[src/rtl/ece453_avalon_arbiter.sv]
// ece453_avalon_arbiter: round-robin arbiter sharing one zero-latency Avalon-MM
// register slave between two masters, with a per-grant burst limit under contention.
module ece453_avalon_arbiter #(
  parameter int ADDR_W    = 5,
  parameter int DATA_W    = 32,
  parameter int MAX_BURST = 4
) (
  input  logic                clk,
  input  logic                reset,
  input  logic [ADDR_W-1:0]   m0_address,
  input  logic                m0_read,
  input  logic                m0_write,
  input  logic [DATA_W-1:0]   m0_writedata,
  input  logic [DATA_W/8-1:0] m0_byteenable,
  output logic [DATA_W-1:0]   m0_readdata,
  output logic                m0_waitrequest,
  input  logic [ADDR_W-1:0]   m1_address,
  input  logic                m1_read,
  input  logic                m1_write,
  input  logic [DATA_W-1:0]   m1_writedata,
  input  logic [DATA_W/8-1:0] m1_byteenable,
  output logic [DATA_W-1:0]   m1_readdata,
  output logic                m1_waitrequest,
  output logic [ADDR_W-1:0]   s_address,
  output logic                s_read,
  output logic                s_write,
  output logic [DATA_W-1:0]   s_writedata,
  output logic [DATA_W/8-1:0] s_byteenable,
  input  logic [DATA_W-1:0]   s_readdata,
  output logic                grant_valid,
  output logic                grant_id
);
  typedef enum logic {IDLE, XFER} state_t;
  state_t      state_q, state_d;
  logic        grant_q, grant_d;
  logic [3:0]  beat_cnt_q, beat_cnt_d;
  logic        req0, req1, req_g, req_o, fwd, acc0, acc1;
  assign req0  = m0_read | m0_write;
  assign req1  = m1_read | m1_write;
  assign req_g = grant_q ? req1 : req0;
  assign req_o = grant_q ? req0 : req1;
  // The owner yields only once it has used its burst and the other master is waiting.
  assign fwd   = (state_q == XFER) & req_g & ~(req_o & (beat_cnt_q == 4'(MAX_BURST)));
  assign acc0  = fwd & ~grant_q;
  assign acc1  = fwd & grant_q;
  always_ff @(posedge clk or posedge reset) begin
    if (reset) begin
      state_q    <= IDLE;
      grant_q    <= 1'b1;
      beat_cnt_q <= '0;
    end else begin
      state_q    <= state_d;
      grant_q    <= grant_d;
      beat_cnt_q <= beat_cnt_d;
    end
  end
  always_comb begin
    state_d    = state_q;
    grant_d    = grant_q;
    beat_cnt_d = beat_cnt_q;
    if (state_q == IDLE) begin
      if (req0 | req1) begin
        state_d    = XFER;
        grant_d    = (req0 & req1) ? ~grant_q : req1;
        beat_cnt_d = '0;
      end
    end else if (fwd) begin
      beat_cnt_d = (beat_cnt_q == 4'hf) ? beat_cnt_q : beat_cnt_q + 4'd1;
    end else if (req_o) begin
      grant_d    = ~grant_q;
      beat_cnt_d = '0;
    end else begin
      state_d    = IDLE;
    end
  end
  always_comb begin
    s_read         = acc0 ? m0_read : acc1 & m1_read;
    s_write        = acc0 ? m0_write & ~m0_read : acc1 & m1_write & ~m1_read;
    s_address      = acc0 ? m0_address    : acc1 ? m1_address    : '0;
    s_writedata    = acc0 ? m0_writedata  : acc1 ? m1_writedata  : '0;
    s_byteenable   = acc0 ? m0_byteenable : acc1 ? m1_byteenable : '0;
    m0_waitrequest = ~acc0;
    m1_waitrequest = ~acc1;
    m0_readdata    = acc0 ? s_readdata : '0;
    m1_readdata    = acc1 ? s_readdata : '0;
    grant_valid    = state_q == XFER;
    grant_id       = grant_q;
  end
endmodule

[config.mk]
export PLATFORM = sky130hd
export DESIGN_NAME = ece453_avalon_arbiter
export DESIGN_NICKNAME = d
export VERILOG_FILES = /design/src/rtl/ece453_avalon_arbiter.sv
export SDC_FILE = /design/constraint.sdc
export NUM_CORES = 1
export LEC_CHECK = 0
export CAP_MARGIN = 20
export CORE_AREA = 2 2 90 92
export DETAILED_ROUTE_END_ITERATION = 12
export DIE_AREA = 0 0 92 94
export PLACE_DENSITY = 0.76
export SYNTH_ARGS = -nofsm -noshare
export SYNTH_HDL_FRONTEND = slang
export SYNTH_SLANG_ARGS = --single-unit
export TNS_END_PERCENT = 10
[constraint.sdc]
create_clock -name clk -period 2.7 [get_ports clk]
set_input_delay 0.54 -clock clk [delete_from_list [all_inputs] [get_ports clk]]
set_output_delay 0.54 -clock clk [all_outputs]
set_load 0.005 [all_outputs]
# Word-level counts from Yosys, hierarchy flattened
# Index checks and enable logic that the tools add are counted.
op_classes:
  add_sub_neg: 1
  eq_ne: 6
  mux: 26
  bitwise: 19
  n_reduce_logical: 3
op_table:
  columns: ["op", "count"]
  rows:
  - ["two-way mux 32 bit", 4]
  - ["two-way mux 4 bit", 7]
  - ["two-way mux 1 bit", 13]
  - ["bitwise AND 1 bit", 10]
  - ["two-way mux 5 bit", 2]
  - ["NOT 1 bit", 6]
  - ["AND reduction 3 bit", 2]
  - ["adder 4 x 1 -> 4 bit (second input constant)", 1]
  - ["equality test 4 x 3 -> 1 bit (second input constant)", 1]
  - ["equality test 4 bit (second input constant)", 1]
  - ["!= test 3 x 1 -> 1 bit (second input constant)", 1]
  - ["!= test 3 bit (second input constant)", 1]
  - ["OR 1 bit", 3]
  - ["!= test 2 x 1 -> 1 bit (second input constant)", 1]
  - ["!= test 2 bit (second input constant)", 1]
  - ["nonzero test 2 bit", 1]
word_totals:
  register_bits: 6
  input_bits: 120
  out_inout_bits: 111
  word_cells: 58

# Longest topological paths before layout
depth:
  word_depth: 9
  mapped_depth: 8
  ltp_nobuf: 8

# Least setup slack after synthesis
# No wires, ideal clock.
synth_timing:
  path_type: "input -> output"
  start: "input port m1_write"
  end: "output port s_writedata[16]"
  t_arrival_ns: 1.609
  required_ns: 2.160
  path_slack_ns: 0.551
  cell_stages: 5
  path_buffers: 2
  cell_sequence: "or2_2 > a211oi_4 > buf_4 > buf_4 > a22o_1"
synth_via:
  elab_chain_len: 8
  word_cells_on_any_way: 11
  classes_between: "mux: 4; bitwise: 7"
synth_rtl:
  columns: ["item", "line", "source"]
  rows:
  - ["start, declared", "19", "input logic m1_write,"]
  - ["OR 1 bit *", "39", "assign req1 = m1_read | m1_write;"]
  - ["two-way mux 1 bit", "41", "assign req_o = grant_q ? req0 : req1;"]
  - ["bitwise AND 1 bit", "43", "assign fwd = (state_q == XFER) & req_g & ~(req_o & (beat_cnt_q == 4'(MAX_BURST)));"]
  - ["NOT 1 bit", "43", null]
  - ["bitwise AND 1 bit *", "43", null]
  - ["bitwise AND 1 bit", "45", "assign acc1 = fwd & grant_q;"]
  - ["two-way mux 32 bit", "80", "s_writedata = acc0 ? m0_writedata : acc1 ? m1_writedata : '0;"]
  - ["two-way mux 32 bit *", "80", null]
  - ["end, declared", "27", "output logic [DATA_W-1:0] s_writedata,"]
# Mark *: on every way between the ends. The rest lies on a longest branch, timed or not.

# Worst setup path after layout
layout_timing:
  start: "input port m0_write"
  end: "output port s_writedata[7]"
layout_via:
  elab_chain_len: 8
  word_cells_on_any_way: 11
  classes_between: "mux: 4; bitwise: 7"
layout_rtl:
  columns: ["item", "line", "source"]
  rows:
  - ["start, declared", "12", "input logic m0_write,"]
  - ["OR 1 bit *", "38", "assign req0 = m0_read | m0_write;"]
  - ["two-way mux 1 bit", "41", null]
  - ["bitwise AND 1 bit", "43", null]
  - ["NOT 1 bit", "43", null]
  - ["bitwise AND 1 bit *", "43", null]
  - ["bitwise AND 1 bit", "45", null]
  - ["two-way mux 32 bit", "80", null]
  - ["two-way mux 32 bit *", "80", null]
# Marked as above.

==> flow_summary.json <==
{
  "status": "finished, violations left",
  "violations": "negative setup slack",
  "insertion_delay_ns": 0.22,
  "portBuffers": 230,
  "final_cell_mix": "clkdlybuf4s50_1 (118), and2_1 (63), clkbuf_2 (46), a22o_1 (42), dlygate4sd2_1 (38)",
  "cts_buffers": 3,
  "antenna_found_initial": 0,
  "fin_cells": 541,
  "ir_drop_uv": 285.9,
  "total_power_mw": 2.666,
  "fmax_mhz": 353.3,
  "crit_arrival_ns": 2.29,
  "grt_pass1_vias": 2532,
  "htreeDepth": 1,
  "p_sw_mw": 0.9733,
  "final_hold_viol_count": 0,
  "post-place-cells": 508,
  "drv_cap": 0,
  "gp_congestion": 0.7727,
  "synth_fp_nets": 294,
  "pre_cts_slack_ns": -0.4367,
  "vias": 2380,
  "yosysSeqAreaShare_pct": 11.58,
  "skew_ns": 0.002430,
  "p_int_mw": 1.692,
  "drc": 0,
  "die_w_um": 92,
  "slew_violations": 0,
  "worstSetupPathType": "in2out",
  "min_path_type": "reg2reg",
  "core_area_um2": 7607,
  "diodes": 0,
  "drt-vias-per-instance": 4.399,
  "comb_power_share_pct": 89.3,
  "min_period_ns": 2.831,
  "setup_viol_count_final": 5,
  "syn_area_per_cell_um2": 7.602,
  "drtIter0Drc": 44,
  "period_share_pct": 104.8,
  "yosysWarnings": 0,
  "setup_ws_ns": -0.1306,
  "die_y_um": 94,
  "start_util_pct": 17.19,
  "root_buffer": "clkbuf_8",
  "dr.pass1.iters": 4,
  "numClockSinks": 6,
  "power_frac_seq_pct": 5.4,
  "wl_per_cell_um": 16.20,
  "clock_tree.buffer_depth": 2,
  "area_growth_pct": 207.2,
  "die_area_um2": 8648,
  "ys_ff_latch": 6,
  "final_common_cell": "clkdlybuf4s50_1",
  "cts_tree": "yes",
  "syn_area_um2": 1308,
  "swShare_pct": 36.51,
  "end_kind": "primary output",
  "p_leak_nw": 2.040,
  "grt_pass1_wl_mm": 13.13,
  "clkSlewWorstSetupHoldPaths_ns": 0.04,
  "powerDensity_nw_per_um2": 663.7,
  "post-route-util_pct": 52.80,
  "drive_above_1_share_pct": 28.47,
  "wirelength_mm": 8.766,
  "pwr-share-clk_pct": 5.4,
  "maxSlewHeadroom_pct": 79.77,
  "drt.antenna.violating_nets": 0,
  "reg2reg_slack_ns": 0.63,
  "grt_max_degree": 19,
  "rsz0062_at_grt": "true",
  "rows": 32,
  "dpl.hpwl_mm": 6.164,
  "finalNetCount": 562,
  "ys_types": 30,
  "pin_count": 231,
  "cts_hold_buffers": 0,
  "cp_max_fo": 15,
  "overflow": 0,
  "synth_cells": 172,
  "placed_cell_area_um2": 3832,
  "required_ns": 2.16,
  "startpoint_type": "primary input",
  "grtUsageTotal_pct": 19.29,
  "stdcell_area_um2": 4016,
  "worst_slew_pin_slew_ns": 0.3014
}
==> layout make-up <==
| type | instances | area [µm²] |
|---|---|---|
| fill | 725 | 3591 |
| sequential | 6 | 151.4 |
| timing repair buffer | 279 | 2619 |
| inverter | 7 | 26.28 |
| clock buffer | 4 | 45.04 |
| tap | 102 | 127.6 |
| multi-input combinational | 143 | 1047 |
==> repair_timing <==
| action | CTS | global route |
|---|---|---|
| pin swaps | 7 | 4 |
| endpoints found under the setup margin | 109 | 71 |
| gates resized for setup | 173 | 102 |
| buffers inserted | 11 | 11 |
| gates cloned | 7 | 0 |
==> through the flow <==
stage               TNS (ns)  hold slack, ns
floorplan                  0          0.3302
global placement      -37.43          0.5161
detailed placement    -39.99          0.5293
CTS                   -1.750          0.5344
global route         -0.7515          0.5523
finish               -0.2846          0.5321
==> power groups by stage <==
| stage | logic, mW | clock network, mW | registers [mW] |
|---|---|---|---|
| floorplan | 0.800 | 0 | 0.155 |
| global placement | 2.09 | 0 | 0.143 |
| detailed placement | 2.11 | 0 | 0.144 |
| CTS | 2.39 | 0.146 | 0.144 |
| global route | 2.57 | 0.157 | 0.149 |
| finish | 2.38 | 0.143 | 0.144 |
==> worst max-delay path, stage by stage <==
cell and delay (ns):
dlygate4sd2_1 0.25, or2_4 0.27, a211oi_4 0.25, buf_6 0.16, buf_12 0.15, a22o_1 0.16
clkdlybuf4s50_1 0.51
==> final timing paths <==
check	depth (start not counted)	startpoint	endpoint
min	1	beat_cnt_q[3]	beat_cnt_q[3]
min reg2reg	1	beat_cnt_q[3]	beat_cnt_q[3]
max	7	m0_write	s_writedata[7]
max in group asynchronous	2	reset	grant_id
max reg2reg	11	beat_cnt_q[1]	beat_cnt_q[3]
min in group asynchronous	2	reset	beat_cnt_q[2]
==> flip-flops by register name, indices dropped and copies added (netlist names) <==
name and cells:
beat_cnt_q 4, grant_id 1, grant_valid 1
==> metal layers <==
layer / vias up / global-route usage (%) / wire length, µm
met4: 0 / 3.607 / 96
met1: 1065 / 20.71 / 3303
met3: 8 / 6.260 / 875
met2: 147 / 37.01 / 4491
li1: 1160 / - / -
met5: - / 0 / 0
==> cell usage after synthesis <==
cell      number  area [µm²]
o31ai_2        1       12.51
ha_1           2       25.02
nor2_1         1       3.750
o21ai_0        9       45.04
inv_1          6       22.52
buf_2          4       20.02
o32ai_1        1       8.760
inv_2          1       3.750
and2_1        64       400.4
a211oi_4       2       40.04
a21boi_0       2       15.01
o31ai_1        1       7.510
buf_4          6       45.04
a21oi_1        3       15.01
or2_2          2       12.51
and3b_4        1       12.51
dfstp_2        1       26.28
nand2b_1       2       12.51
a22o_1        42       367.9
o21ai_1        1       5.000
clkbuf_2       4       20.02
a21o_1         1       7.510
clkbuf_1       2       7.510
or2_4          1       8.760
a211oi_1       1       7.510
nand3_1        1       5.000
nand3b_1       1       7.510
nand2_1        3       11.26
nand4_1        1       6.260
dfrtp_1        5       125.1
==> kinds of logic after synthesis <==
family,Yosys count,synth area share [%]
adders and majority gates,2,1.914
and+or+nand+nor,77,36.75
AOI/OAI and AO/OA,64,40.67
DFF,6,11.58
buffers and inverters,23,9.091
(Power assumes the default switching activity.)
